<file path="src/rtl/frame_seq_pkg.sv">
// Shared types and defaults for the frame sequencer.
//   state_e          : sequencer FSM state encoding
//   STATE_W          : width of the state encoding
//   FRAME_CYCLES_DEF : default frame period in clocks (60 Hz at 50 MHz)
package frame_seq_pkg;

  localparam int unsigned FRAME_CYCLES_DEF = 833333;
  localparam int          STATE_W          = 4;

  typedef enum logic [STATE_W-1:0] {
    S_IDLE,
    S_CLEAR,
    S_CLEAR_WAIT,
    S_DRAW,
    S_DRAW_WAIT,
    S_HOLD,
    S_ERASE,
    S_ERASE_WAIT,
    S_ADVANCE
  } state_e;

endpackage

</file>
<file path="src/rtl/frame_sequencer_timer.sv">
// frame_timer: restartable saturating cycle counter that marks the end of
// a frame period.
//   clock   in  : system clock
//   reset   in  : asynchronous active-high reset
//   restart in  : the cycle in which this is high counts as cycle 0
//   done    out : high once FRAME_CYCLES-1 cycles have elapsed since the
//                 restart cycle; held until the next restart
module frame_timer
  import frame_seq_pkg::*;
#(
  parameter int unsigned FRAME_CYCLES = FRAME_CYCLES_DEF,
  parameter int          CNT_W        = 20
) (
  input  logic clock,
  input  logic reset,
  input  logic restart,
  output logic done
);

  localparam logic [CNT_W-1:0] LAST = CNT_W'(FRAME_CYCLES - 1);

  logic [CNT_W-1:0] count_q, count_d;

  always_comb begin
    count_d = count_q;
    // The restart cycle itself is count 0, so the following cycle reads 1.
    if (restart)              count_d = CNT_W'(1);
    else if (count_q != LAST) count_d = count_q + 1'b1;
  end

  // NOTE: sequential state uses non-blocking assignments so every register
  // samples the pre-edge values of its neighbours.
  always_ff @(posedge clock or posedge reset) begin
    if (reset) count_q <= '0;
    else       count_q <= count_d;
  end

  assign done = (count_q == LAST);

endmodule

</file>
<file path="src/rtl/frame_sequencer.sv">
// frame_sequencer: per-frame animation controller. Clears the screen once,
// then repeats draw -> hold for the frame period -> erase -> advance angle.
// Optional macro FRAME_SEQ_SINGLE_STEP_EN adds a 'step' input that runs
// exactly one frame from IDLE while run is low.
//   clock, reset            : clock and asynchronous active-high reset
//   run                     : level; frames repeat while high
//   clear_start/clear_done  : clear-engine handshake (one-cycle pulses)
//   draw_start/draw_done    : draw-engine handshake (one-cycle pulses)
//   draw_erase              : 1 = current draw uses the background colour
//   angle                   : rotation angle for the transform
//   frame_tick              : one-cycle pulse at the end of each frame
//   busy                    : high in every state except IDLE
//   overrun                 : sticky; a draw outlasted the frame period
module frame_sequencer
  import frame_seq_pkg::*;
#(
  parameter int unsigned FRAME_CYCLES = FRAME_CYCLES_DEF,
  parameter int          CNT_W        = 20,
  parameter int          ANGLE_W      = 8,
  parameter int unsigned ANGLE_STEP   = 1
) (
  input  logic               clock,
  input  logic               reset,
  input  logic               run,
`ifdef FRAME_SEQ_SINGLE_STEP_EN
  input  logic               step,
`endif
  output logic               clear_start,
  input  logic               clear_done,
  output logic               draw_start,
  output logic               draw_erase,
  input  logic               draw_done,
  output logic [ANGLE_W-1:0] angle,
  output logic               frame_tick,
  output logic               busy,
  output logic               overrun
);

  state_e             state_q;
  logic               first_frame_q;
  logic               single_q;
  logic               clear_start_q, draw_start_q, draw_erase_q;
  logic               frame_tick_q, busy_q, overrun_q;
  logic [ANGLE_W-1:0] angle_q;
  logic               timer_done;
  logic               go, go_single;

`ifdef FRAME_SEQ_SINGLE_STEP_EN
  assign go        = run | step;
  assign go_single = ~run & step;
`else
  assign go        = run;
  assign go_single = 1'b0;
`endif

  frame_timer #(
    .FRAME_CYCLES (FRAME_CYCLES),
    .CNT_W        (CNT_W)
  ) u_timer (
    .clock   (clock),
    .reset   (reset),
    .restart (state_q == S_DRAW),
    .done    (timer_done)
  );

  // Outputs are registered: each pulse is raised on the edge that enters
  // the state it belongs to, so it is high for exactly that state's cycle.
  always_ff @(posedge clock or posedge reset) begin
    if (reset) begin
      state_q       <= S_IDLE;
      first_frame_q <= 1'b1;
      single_q      <= 1'b0;
      clear_start_q <= 1'b0;
      draw_start_q  <= 1'b0;
      draw_erase_q  <= 1'b0;
      frame_tick_q  <= 1'b0;
      busy_q        <= 1'b0;
      overrun_q     <= 1'b0;
      angle_q       <= '0;
    end else begin
      clear_start_q <= 1'b0;
      draw_start_q  <= 1'b0;
      frame_tick_q  <= 1'b0;
      case (state_q)
        S_IDLE: if (go) begin
          single_q <= go_single;
          busy_q   <= 1'b1;
          if (first_frame_q) begin
            state_q       <= S_CLEAR;
            clear_start_q <= 1'b1;
          end else begin
            state_q      <= S_DRAW;
            draw_start_q <= 1'b1;
            draw_erase_q <= 1'b0;
          end
        end
        S_CLEAR: state_q <= S_CLEAR_WAIT;
        S_CLEAR_WAIT: if (clear_done) begin
          first_frame_q <= 1'b0;
          state_q       <= S_DRAW;
          draw_start_q  <= 1'b1;
          draw_erase_q  <= 1'b0;
        end
        S_DRAW: state_q <= S_DRAW_WAIT;
        S_DRAW_WAIT: if (draw_done) begin
          // Period already used up: flag it; HOLD then lasts one cycle.
          if (timer_done) overrun_q <= 1'b1;
          state_q <= S_HOLD;
        end
        S_HOLD: if (timer_done) begin
          state_q      <= S_ERASE;
          draw_start_q <= 1'b1;
          draw_erase_q <= 1'b1;
        end
        S_ERASE: state_q <= S_ERASE_WAIT;
        S_ERASE_WAIT: if (draw_done) begin
          state_q      <= S_ADVANCE;
          frame_tick_q <= 1'b1;
          draw_erase_q <= 1'b0;
        end
        S_ADVANCE: begin
          angle_q <= angle_q + ANGLE_W'(ANGLE_STEP);
          if (run && !single_q) begin
            state_q      <= S_DRAW;
            draw_start_q <= 1'b1;
          end else begin
            state_q  <= S_IDLE;
            busy_q   <= 1'b0;
            single_q <= 1'b0;
          end
        end
        default: begin
          state_q <= S_IDLE;
          busy_q  <= 1'b0;
        end
      endcase
    end
  end

  assign clear_start = clear_start_q;
  assign draw_start  = draw_start_q;
  assign draw_erase  = draw_erase_q;
  assign frame_tick  = frame_tick_q;
  assign busy        = busy_q;
  assign overrun     = overrun_q;
  assign angle       = angle_q;

endmodule

</file>
<file path="config.mk">
export PLATFORM = sky130hd
export DESIGN_NAME = frame_sequencer
export DESIGN_NICKNAME = d
export VERILOG_FILES = /design/src/rtl/frame_seq_pkg.sv /design/src/rtl/frame_sequencer_timer.sv /design/src/rtl/frame_sequencer.sv
export SDC_FILE = /design/constraint.sdc
export NUM_CORES = 1
export LEC_CHECK = 0
export ABC_AREA = 1
export CAP_MARGIN = 25
export CORE_MARGIN = 3
export CORE_UTILIZATION = 51
export DETAILED_ROUTE_END_ITERATION = 8
export GPL_TIMING_DRIVEN = 0
export HOLD_SLACK_MARGIN = 0.12
export PLACE_DENSITY = 0.78
export SYNTH_ARGS = -nofsm -noshare
export SYNTH_HDL_FRONTEND = slang
export SYNTH_SLANG_ARGS = --single-unit
</file>
<file path="constraint.sdc">
create_clock -name clock -period 1.4 [get_ports clock]
set_input_delay 0.14 -clock clock [delete_from_list [all_inputs] [get_ports clock]]
set_output_delay 0.14 -clock clock [all_outputs]
set_load 0.02 [all_outputs]
</file>
-- After elaboration in Yosys (flattened, before gate mapping)
Cells that the tools add are included.
- register bits after elaboration: 40
- output and inout bits: 14
- logic and storage cells: 76
- bits of input ports: 5
- add/sub/neg operators: 2
- bitwise logic cells: 1
- mux-type cells: 32
- eq/ne operators: 17
- reductions and logical operators: 13
- operators by type and width (kind ; number):
    $mux 20 ; 2
    $pmux 4 s9 ; 1
    $add 20x1->20 const B ; 1
    $eq 20x20->1 const B ; 1
    $mux 4 ; 5
    $ne 20x20->1 const B ; 1
    $mux 1 ; 18
    $eq 4x3->1 const B ; 4
    $ne 2x2->1 const B ; 7
    $reduce_and 3->1 ; 3
    $add 8x1->8 const B ; 1
    $eq 4x2->1 const B ; 2
    $pmux 1 s4 ; 2
    $reduce_or 7->1 ; 1
    $reduce_and 6->1 ; 1
    $reduce_and 5->1 ; 1
    $eq 4x1->1 const B ; 1
    $eq 4x4->1 const B ; 1
    $logic_not 4->1 ; 1
    $mux 2 ; 2
    $reduce_bool 2->1 ; 2
    $reduce_bool 4->1 ; 1
    $pmux 1 s3 ; 1
    $pmux 1 s2 ; 1
    4 further kinds ; 4

-- Logic depth before layout (Yosys ltp)
- depth in word-level cells: 4
- mapped depth: 9
- mapped depth without buffers: 9

-- By module
A second synthesis with hierarchy kept.
- cells, all modules: 312
- area, all modules: 2319.7 um2
- modules (own cells, without submodules) (module ; area each (um2) ; seq. area each (um2) ; cells an instance ; times used):
    frame_timer ; 1303.8 ; 500.5 ; 187 ; 1
    frame_sequencer ; 1016.0 ; 476.7 ; 125 ; 1

-- Worst setup path before layout
No wires, ideal clock.
- path type: register to register
- start point: register u_timer.count_q[0]
- end point: register state_q[0]
- data arrival time: 1.261 ns
- stages on the path, launching flop included: 9
- buffers on the path: 0
- data required time: 1.282 ns
- period minus slack after synthesis: 1.379 ns
- path slack: 0.021 ns
- library setup time: 0.118 ns
- path through: dfrtp_1 inv_1 ha_1 nand3_1 nor2_2 nand3_4 nand2_4 nand2_2 a21o_1
- cells in the longest elaborated chain, start to end: 3
- RTL lines (what ; RTL line ; text):
    start, declared ; frame_sequencer_timer.sv:22 ; logic [CNT_W-1:0] count_q, count_d;
    start signal, assigned ; frame_sequencer_timer.sv:35 ; else count_q <= count_d;
    $eq 20x20->1 ; frame_sequencer_timer.sv:38 ; assign done = (count_q == LAST);
    $ne 2x2->1 (no source line) ; -- ;
    $reduce_and 5->1 (no source line) ; -- ;
    end signal, assigned ; frame_sequencer.sv:70 ; state_q <= S_IDLE;
    end signal, assigned ; frame_sequencer.sv:89 ; state_q <= S_CLEAR;
    end signal, assigned ; frame_sequencer.sv:92 ; state_q <= S_DRAW;
    end, declared ; frame_sequencer.sv:39 ; state_e state_q;
Every way passes these cells.
A chain may end at the register's enable or synchronous reset.

-- Worst setup path in the final report
- start point: register state_q[3]
- end point: register draw_erase_q (netlist: draw_erase)
- cells in the longest elaborated chain, start to end: 3
- elaborated cells on any way between the ends: 12
- classes of those cells: 8 x eq/ne; 1 x mux; 3 x reduce/logical
- RTL lines (what ; RTL line ; text):
    $eq 4x3->1, or another cell as far along ; frame_sequencer.sv:84 ; case (state_q)
    $reduce_bool 4->1 (no source line) / $ne 2x2->1 (equally long branches) ; -- ;
    $reduce_and 6->1 (no source line) ; -- ;
    end signal, assigned ; frame_sequencer.sv:75 ; draw_erase_q <= 1'b0;
    end signal, assigned ; frame_sequencer.sv:94 ; draw_erase_q <= 1'b0;
    end signal, assigned ; frame_sequencer.sv:102 ; draw_erase_q <= 1'b0;
    end, declared ; frame_sequencer.sv:42 ; logic clear_start_q, draw_start_q, draw_erase_q;
Parallel ways exist; a longest one is shown, timed or not.

==> metrics.yaml <==
final_layout:
  nets: 309
  fin_area_mm2: 0.002746
  antenna_cells: 0
  post-route-util: 0.7178
  syn_to_final_growth_pct: 30.50
  drive_above_1_share: 0.2914
  instances_no_fill: 350
  n_fill_cell: 280
place:
  gp_congestion: 0.8452
  dp_hpwl_um: 2981
  dp_cells: 328
  portBuffers: 18
  dpl-instance-area_mm2: 0.002345
global_routing:
  grt_pass1_wl_um: 7521
  grt_overflow: 0
  grt_max_degree: 40
  antenna_found_initial: 0
  grt_use_total: 0.1918
  grt_pass1_vias: 1658
hold_path:
  hp-class: "input pin to asynchronous set/reset pin"
timing:
  finalCritPeriodShare: 1.056
  tightest_slew_ps: 819.7
  setup_slack_ps: -78.09
  drv_slew: 0
  finalSetupViolCount: 7
  skew_ps: 10.05
  finalHoldViolations: 0
  fin_crit_ps: 1478
  fmax_ghz: 0.6766
  slew_headroom: 0.4527
  rsz0062_at_grt: "true"
  tns_ps: -270.0
route:
  drc_errors: 0
  dr.pass1.iters: 5
  wl_um: 4871
  vias: 1890
  drtIter0Drc: 121
  ant_nets: 0
  via_per_inst: 5.400
  wire_per_inst_um: 13.92
logic_synthesis:
  synthXorXnorAreaFrac: 0.02497
  synth_area_mm2: 0.002105
  ys_warn_count: 0
  synth_top_family_by_area: "simple AND/OR/NAND/NOR gates"
  ys_types: 33
  postSynthCellCount: 262
  synth-seq-cells: 39
  synthAdderAreaFrac: 0.01784
  yosysSeqAreaShare: 0.4643
  syn_avg_cell_area_um2: 8.033
  yosys-mux-area-fraction: 0.005351
  post_synth_and_or_nand_nor_area_fraction: 0.3228
  syn_nets: 270
  synth_compound_area_frac: 0.08502
clocking:
  cts_buffers: 5
  cts_tree: "yes"
  clk_pin_slew_ps: 90
  clkSinkCount: 39
  cts-root-buf: "clkbuf_8"
  cts_max_path_buffers: 2
  clk_latency_ps: 300
  htreeDepth: 2
floorplan:
  start_util: 0.5500
  num_rows: 22
  fp.coreArea_mm2: 0.003826
  die_area_mm2: 0.004933
  die_h_um: 70.24
  pin_count: 19
  die-width_um: 70.24
critical_path:
  criticalPathCategory: "flip-flop to flip-flop"
  cp-end-kind: "flip-flop"
  crit_path_start_kind: "flip-flop"
  reg2reg_from: "state_q[3]"
  cp_max_fo: 6
  arrival_ps: 1670
  required_ps: 1600
  worst-r2r-cell-count: 8
  r2r_setup_slack_ps: -80
  r2r_end: "draw_erase"
pwr:
  switchingPower_mw: 1.694
  p_sw_frac: 0.3819
  cellPowerDensity_mw_per_mm2: 1615
  vdd_ir_drop_max_uv: 1089
  leakage_nw: 1.375
  power.internal_mw: 2.741
  total_power_mw: 4.434
  clockPowerShare: 0.261
  seq_power_share: 0.349
  pwr-share-comb: 0.389
outcome:
  outcome: "finished with violations"
  violations: "negative setup slack"
flow_run:
  cap_viol_max_count: 0
cell usage after synthesis (all sizes together):
| cell | count | area share |
|---|---|---|
| nand2 | 57 | 0.12 |
| nand3 | 26 | 0.070 |
| nor3 | 10 | 0.032 |
| mux2 | 1 | 0.0054 |
| buf | 1 | 0.0024 |
| o2111ai | 1 | 0.0042 |
| xnor2 | 3 | 0.012 |
| nor3b | 1 | 0.0036 |
| dfrtp | 38 | 0.45 |
| a21oi | 13 | 0.031 |
| dfstp | 1 | 0.012 |
| nor2 | 35 | 0.077 |
| o211ai | 1 | 0.0036 |
| o31ai | 2 | 0.0071 |
| clkinv | 2 | 0.0042 |
| o21ai | 12 | 0.029 |
| o21a | 2 | 0.0071 |
| a21o | 1 | 0.0036 |
| xor2 | 3 | 0.012 |
| inv | 41 | 0.073 |
| ha | 3 | 0.018 |
| nand4 | 8 | 0.024 |
power by group through the flow:
stage                     Sequential [mW]  Clock [mW]  Combinational (mW)
after floorplan                      1.59           0               0.883
after global placement               1.54           0                1.29
after detailed placement             1.54           0                1.33
after CTS                            1.53        1.14                1.35
after global routing                 1.58        1.22                1.88
final                                1.55        1.16                1.73
through the flow:
stage | hold WS (ps) | setup slack [ps]
2_1_floorplan | 288.1 | 21.06
5_1_grt | 373.1 | -173.1
6_report | 311.5 | -78.09
4_1_cts | 345.0 | -56.80
3_3_place_gp | 451.0 | -491.8
3_5_place_dp | 458.4 | -100.2
worst max path at each step:
stage	start	end	slack, ps
3_5_place_dp	u_timer.count_q[0]	u_timer.count_q[16]	-100
6_report	state_q[3]	draw_erase	-80
4_1_cts	u_timer.count_q[0]	state_q[2]	-60
2_1_floorplan	u_timer.count_q[0]	state_q[0]	20
5_1_grt	state_q[3]	draw_erase	-170
3_3_place_gp	reset	clear_start	-490
per-layer routing:
metal  wire length (um)  GRT usage
met1               2205     0.2601
met5                  0          0
met3                246    0.05180
met2               2375     0.2963
met4                 44    0.06383
placed cells by master, fill, tap and decap left out, types with 3 or more instances in the layout:
master	n
nor3_1	7
inv_1	28
xor2_1	3
o21ai_0	9
inv_2	12
nand2_1	40
nand3_1	17
dfrtp_1	35
o21ai_1	3
clkdlybuf4s50_1	5
nor2_2	6
dfrtp_2	3
nand3_4	4
nand2_2	15
buf_4	13
nand3_2	5
nor2_1	21
clkbuf_8	5
nand4_1	8
xnor2_1	3
a21oi_1	12
nor2_4	8
dlygate4sd2_1	11
cell families (layout without fill, tap and decap cells):
kind of cell	count (synthesis)	count (layout)
AND/OR/NAND/NOR	137	137
buffers and inverters	44	84
flip-flops	39	39
AO/OA/AOI/OAI	32	32
XOR/XNOR	6	6
adder cells (fa/ha/maj)	3	3
multiplexers	1	1
registers in the layout (all words and copies together) (netlist names):
signal	count
u_timer.count_q	20
draw_erase	1
frame_tick	1
first_frame_q	1
overrun	1
draw_start	1
state_q	4
clear_start	1
busy	1
angle	8
layout make-up:
type                            count  area, um^2  share of cell area
Buffer                              1       11.26            0.004100
Clock buffer                        5       68.82             0.02506
Clock inverter                      3       67.56             0.02460
Inverter                           43       165.2             0.06014
Multi-Input combinational cell    179        1112              0.4050
Sequential cell                    39       980.9              0.3572
Tap cell                           48       60.06             0.02187
Timing Repair Buffer               32       280.3              0.1021
repair_timing:
action                                  4_1_cts  5_1_grt
setup buffers                                 2       12
gates resized for setup                      25       37
hold buffers                                  0        0
pin swaps                                     6       13
endpoints found under the setup margin       34       30
worst max-delay path, cell delays in order, from the launching register on:
cell     delay (ps)
dfrtp_2         490
inv_2           110
nand2_2         120
o21ai_0         180
nand2_1          70
nor2_1          180
nand3_2         100
nand2_1          70
nand2_1          50
No activity file was read; power rests on OpenSTA's default activity.
==> RTL change 1, RTL diff (same flow settings) <==
Re-encode `state_e` (9 states) as one-hot, 9 bits wide.
--- a/src/rtl/frame_seq_pkg.sv
+++ b/src/rtl/frame_seq_pkg.sv
@@ -9,12 +9,12 @@
 
-  typedef enum logic [STATE_W-1:0] {
-    S_IDLE,
-    S_CLEAR,
-    S_CLEAR_WAIT,
-    S_DRAW,
-    S_DRAW_WAIT,
-    S_HOLD,
-    S_ERASE,
-    S_ERASE_WAIT,
-    S_ADVANCE
+  typedef enum logic [8:0] {
+    S_IDLE       = 9'b000000001,
+    S_CLEAR      = 9'b000000010,
+    S_CLEAR_WAIT = 9'b000000100,
+    S_DRAW       = 9'b000001000,
+    S_DRAW_WAIT  = 9'b000010000,
+    S_HOLD       = 9'b000100000,
+    S_ERASE      = 9'b001000000,
+    S_ERASE_WAIT = 9'b010000000,
+    S_ADVANCE    = 9'b100000000
   } state_e;
Formal check against the unedited RTL: no difference found for any inputs over 10 cycles, from zero or initial values and one cycle with reset high; not proved beyond that.
==> RTL change 1 against the unedited design <==
Hold slack better by 0.034 ns; non-clock buffer count rose by 12; clock power is 9% lower; the run still ends with setup timing left; critical path type unchanged; synthesized area increased by 13%; cell area up 22%; clock skew up 0.00069 ns; worst setup slack got worse by 0.12 ns; total power up 16%; wire length is 28% higher; sequential cell count grew 5; critical endpoint is now u_timer.count_q[18].
==> RTL change 1: results (changes against the unedited design) <==
stage,metric,value,unit,change
grt,routing usage on met1,25.95,%,-0.066 points
finish,nets,357,,+16%
finish,fraction of final layout cells sized beyond drive strength 1,38.57,%,+9.4 points
run_status,failing checks,setup timing,,
routing,DR iter-0 viols,145,,+20%
finish,Biggest register,u_timer.count_q,,
timing,final setup vio count,29,,+22
power_and_ir_drop,Leakage,1.683,nW,+22%
routing,Metal-1 WL,2.482,mm,+13%
worst_setup_path,Critical Path Max Stage Delay,0.46,ns,-0.03 ns
power_and_ir_drop,maximum VDD drop,0.9620,mV,-12%
worst_setup_path,maximum fanout along the worst path,6,,unchanged
placement,GPL Wtd Cong,0.8264,,-2.2%
synthesis,prevailing post-synth register cell,dfrtp_1,,
clock_network,Clock Path Buffers,2,,unchanged
routing,DR vias/cell,5.595,,+3.6%
synthesis,"Distinct cells, synth",34,,+3.0%
worst_setup_path,crit path to,u_timer.count_q[18],,
synthesis,"top cells by area, synth","dfrtp_1, nand2_1, nor2_1",,
routing,DR pass1 iterations,4,,-1
clock_network,H-tree levels,2,,unchanged
placement,area post-placement,0.002621,sq mm,+12%
finish,n_diodes,0,,unchanged
worst_setup_path,Worst setup startpoint,u_timer.count_q[0],,
grt,first-pass GRT wire length,9.273,mm,+23%
timing,Sum Neg Setup Slack,-3.060,ns,-2.790 ns
synthesis,ys async rst share,100.0,%,unchanged
routing,DRT Wirelength,6.256,mm,+28%
routing,wire length on met3,281,um,+14%
timing,Slew headroom,39.64,%,-5.6 points
grt,global-route met2 utilization,38.68,%,+9.1 points
clock_network,clock root buffer,clkbuf_8,,
power_and_ir_drop,switching power,2.061,mW,+22%
grt,initial antenna violation count,0,,unchanged
worst_setup_path,Critical Path AT,1.80,ns,+0.13 ns
clock_network,clock latency on the worst-skew pair,0.30,ns,about the same
routing,wire length on met2,3.330,mm,+40%
grt,vias in the first global route,2074,,+25%
placement,DP Cell Count,367,,+12%
synthesis,register area share after synthesis,46.49,%,+0.062 points
placement,dpl hpwl,3.442,mm,+15%
timing,setup slack after layout,-0.2030,ns,-0.1249 ns
worst_setup_path,CP top delay family,simple AND/OR/NAND/NOR gates,,
routing,uppermost layer routed,met4,,
timing,clock skew,0.01074,ns,+0.0006950 ns
grt,largest net degree at the start of global routing,45,,+13%
finish,fillers,295,,+5.4%
finish,area of the multi-input gates,0.001416,sq mm,+27%
clock_network,Clock Pin Slew Worst Setup and Hold Paths,0.09,ns,about the same
grt,met3 usage,4.865,%,-0.31 points
worst_setup_path,Worst R2R Start,u_timer.count_q[0],,
worst_setup_path,Reg2Reg Depth,6,,-2
placement,Buffers on Ports,18,,unchanged
run_status,run status,"complete, but fails checks",,
synthesis,Synth Net Count,305,,+13%
synthesis,Commonest cells post-synth,"nand2_1, nor2_1, dfrtp_1, inv_1, nand3_1",,
routing,routed len/inst,15.56,um,+12%
grt,Total Routing Usage GR,22.04,%,+2.9 points
synthesis,syn_area_per_cell,7.992,sq um,-0.51%
[RTL change 1: power groups by stage]
stage / combinational [mW] / clock, mW / sequential, mW
after floorplan: 0.955 / 0 / 1.67
after global placement: 1.27 / 0 / 1.64
after detailed placement: 1.31 / 0 / 1.65
after CTS: 1.92 / 1.06 / 1.68
after global routing: 2.61 / 1.11 / 1.72
final: 2.41 / 1.05 / 1.69
[RTL change 1: logic make-up after synthesis]
kind of cell             after synthesis  share of synthesized area [%]
AND/OR/NAND/NOR                      165                          33.84
flip-flops                            44                          46.49
adder cells (fa/ha/maj)                3                          1.582
AO/OA/AOI/OAI                         30                          7.434
XOR/XNOR                               9                          3.321
buffers and inverters                 46                          7.327
[RTL change 1: through the flow]
stage | worst slack (ns) | total power, mW | hold WS [ns]
3_5_place_dp | -0.1698 | 2.961 | 0.4653
5_1_grt | -0.2985 | 5.447 | 0.4188
3_3_place_gp | -0.6098 | 2.915 | 0.4627
4_1_cts | -0.1505 | 4.660 | 0.3762
2_1_floorplan | 0.004498 | 2.621 | 0.1971
6_report | -0.2030 | 5.147 | 0.3453
[RTL change 1: area by class of cell]
cell class | count | area share (%)
multi-input combinational | 207 | 42.27
sequential | 44 | 33.20
tap | 52 | 1.942
clock inverter | 2 | 1.158
timing repair buffer | 44 | 12.51
inverter | 45 | 5.788
clock buffer | 6 | 2.465
buffer | 1 | 0.3361
timing repair inverter | 1 | 0.3361
[RTL change 1: repair_timing]
| item | CTS | global route |
|---|---|---|
| setup buffers | 19 | 7 |
| cloned | 2 | 0 |
| endpoints found under the setup margin | 41 | 37 |
| resized for setup | 74 | 51 |
| pin swaps | 30 | 21 |
==> RTL change 2, RTL diff (same flow settings) <==
Without the edit above. `CNT_W` is set to 20 in 2 places; all go to 24.
--- a/src/rtl/frame_sequencer_timer.sv
+++ b/src/rtl/frame_sequencer_timer.sv
@@ -11,3 +11,3 @@
   parameter int unsigned FRAME_CYCLES = FRAME_CYCLES_DEF,
-  parameter int          CNT_W        = 20
+  parameter int          CNT_W        = 24
 ) (
--- a/src/rtl/frame_sequencer.sv
+++ b/src/rtl/frame_sequencer.sv
@@ -17,3 +17,3 @@
   parameter int unsigned FRAME_CYCLES = FRAME_CYCLES_DEF,
-  parameter int          CNT_W        = 20,
+  parameter int          CNT_W        = 24,
   parameter int          ANGLE_W      = 8,
Behaviour: same outputs for any inputs over 10 cycles, from zero or initial values and one cycle with reset high; that may be too few to reach the edited logic, so the function may still have changed.
==> RTL change 2 against the unedited design <==
Total power grew 2.8%; clock skew shrank 0.0038 ns; wire length is 20% higher; worst setup slack gained 0.022 ns; utilization shrank 3.2 points; critical endpoint unchanged; cell area rose by 12%; critical path type unchanged; fmax is 1.5% higher; the run still ends with setup timing left; highest routed layer unchanged; synthesized area up 15%; sequential cell count is 4 higher; first-iteration DRC count rose by 21%; non-clock buffer count up 1.
==> RTL change 2: results (changes against the unedited design) <==
stage,metric,value,unit,change
timing,setup slack after layout,-0.05566,ns,+0.02243 ns
clock_network,H-tree levels,2,,unchanged
synthesis,Synth Warn #,0,,unchanged
routing,routed len/inst,14.39,um,+3.4%
finish,fraction of final layout cells sized beyond drive strength 1,22.66,%,-6.5 points
grt,largest net degree at the start of global routing,44,,+10%
timing,final hold viol count,0,,unchanged
worst_setup_path,slowest CP cell,dfrtp_2,,
synthesis,prevailing post-synth register cell,dfrtp_1,,
finish,Biggest register,u_timer.count_q,,
synthesis,Synth Net Count,321,,+19%
synthesis,ys async rst share,100.0,%,unchanged
worst_setup_path,Critical Path Max Stage Delay,0.44,ns,-0.05 ns
worst_setup_path,Critical Path AT,1.65,ns,-0.02 ns
grt,vias in the first global route,1926,,+16%
synthesis,register area share after synthesis,44.66,%,-1.8 points
placement,GPL Wtd Cong,0.9210,,+9.0%
timing,clock skew,0.006210,ns,-0.003840 ns
grt,Total Routing Usage GR,20.30,%,+1.1 points
placement,dpl hpwl,3.747,mm,+26%
finish,n_diodes,0,,unchanged
synthesis,Synth Area in Adders,1.556,%,-0.23 points
grt,met3 usage,4.406,%,-0.77 points
grt,global-route met2 utilization,33.66,%,+4.0 points
synthesis,post-synthesis mux area share,0.4668,%,-0.068 points
finish,max reg flops,24,,+20%
synthesis,Post-Synth XOR/XNOR Area,4.357,%,+1.9 points
synthesis,"top cells by area, synth","dfrtp_1, nand2_1, nor2_1",,
grt,routing usage on met1,26.49,%,+0.47 points
run_status,run status,"complete, but fails checks",,
timing,Sum Neg Setup Slack,-0.1701,ns,+0.09995 ns
clock_network,clock root buffer,clkbuf_8,,
clock_network,Clock Path Buffers,2,,unchanged
grt,first-pass GRT wire length,8.638,mm,+15%
clock_network,Clock Pin Slew Worst Setup and Hold Paths,0.08,ns,
power_and_ir_drop,maximum VDD drop,0.8981,mV,-18%
worst_setup_path,maximum fanout along the worst path,5,,-1
worst_setup_path,Worst R2R Start,u_timer.count_q[0],,
timing,Slew headroom,40.74,%,-4.5 points
synthesis,Commonest cells post-synth,"nand2_1, nor2_1, dfrtp_1, inv_1, nand3_1",,
routing,Via Count,2242,,+19%
clock_network,clock latency on the worst-skew pair,0.30,ns,about the same
synthesis,"Distinct cells, synth",27,,-18%
run_status,failing checks,setup timing,,
synthesis,Synth Area in Compound Gates,5.705,%,-2.8 points
finish,nets,360,,+17%
worst_setup_path,Reg2Reg Depth,9,,+1
power_and_ir_drop,Leakage,1.477,nW,+7.4%
min_path,Hold WC Path Type,in -> async,,
timing,final setup vio count,6,,-1
routing,DR iter-0 viols,147,,+21%
clock_network,CTS Buf Count,5,,unchanged
==> RTL change 2: cell count changes in the layout (fill, tap and decap cells not counted), moves of 3 or more <==
cell	change
a21oi_1	-5
dfrtp_2	+5
inv_1	+8
inv_2	-4
nand2_1	+26
nand2_2	-8
nand3_2	-3
nand4_1	+4
nor2_1	+20
nor3_2	+4
xor2_1	+5
==> RTL change 2: area by class of cell <==
type,count,area [sq um]
fillers,361,1408
clock inverters,1,30.03
repair buffers,32,290.3
multi-input cells,224,1334
inverters,44,165.2
plain buffers,2,18.77
flip-flops and latches,43,1087
well taps,52,65.06
clock buffers,7,76.32
==> RTL change 2: kinds of logic after synthesis <==
kind of cell	Yosys count
AOI/OAI and AO/OA	25
xor gates and xnor gates	12
adders and majority gates	3
buffers and inverters	46
DFF	43
muxes	1
and+or+nand+nor	183
==> RTL change 2: timing repair <==
item | in CTS | in global routing
setup buffers | 6 | 8
setup endpoints to repair | 32 | 35
pin swaps | 4 | 12
resized for setup | 30 | 38
==> RTL change 2: worst max path at each step <==
stage | start | end | cells past startpoint
2_1_floorplan | u_timer.count_q[0] | state_q[2] | 9
3_3_place_gp | reset | u_timer.count_q[12] | 2
3_5_place_dp | u_timer.count_q[16] | state_q[2] | 8
4_1_cts | u_timer.count_q[0] | u_timer.count_q[15] | 6
5_1_grt | state_q[3] | draw_erase | 8
6_report | u_timer.count_q[0] | draw_erase | 9
==> RTL change 2: where the power goes <==
group | internal, mW | switching [mW] | leakage [nW] | total (mW)
Combinational | 0.764 | 1.09 | 0.864 | 1.85
Clock | 0.534 | 0.425 | 0.0524 | 0.959
Sequential | 1.46 | 0.284 | 0.561 | 1.75
Total | 2.76 | 1.80 | 1.48 | 4.56
==> RTL change 2: layer usage <==
metal | up-vias | wire, um
met4 | 0 | 115
met5 | - | 0
li1 | 1084 | -
met2 | 78 | 3000
met1 | 1065 | 2418
met3 | 15 | 292
==> RTL change 2: stage by stage <==
| step | instance area [sq um] | setup slack (ns) | utilization (%) | hold WS, ns | std cells |
|---|---|---|---|---|---|
| after floorplan | 2412 | 0.02538 | - | 0.2686 | 313 |
| final | 3067 | -0.05566 | 68.54 | 0.3446 | 405 |
| after CTS | 2877 | -0.05593 | 64.29 | 0.3767 | 397 |
| after global placement | 2658 | -0.6285 | 59.40 | 0.4597 | 383 |
| after detailed placement | 2658 | -0.1302 | 59.40 | 0.4645 | 383 |
| after global routing | 3067 | -0.1569 | 68.54 | 0.4147 | 405 |
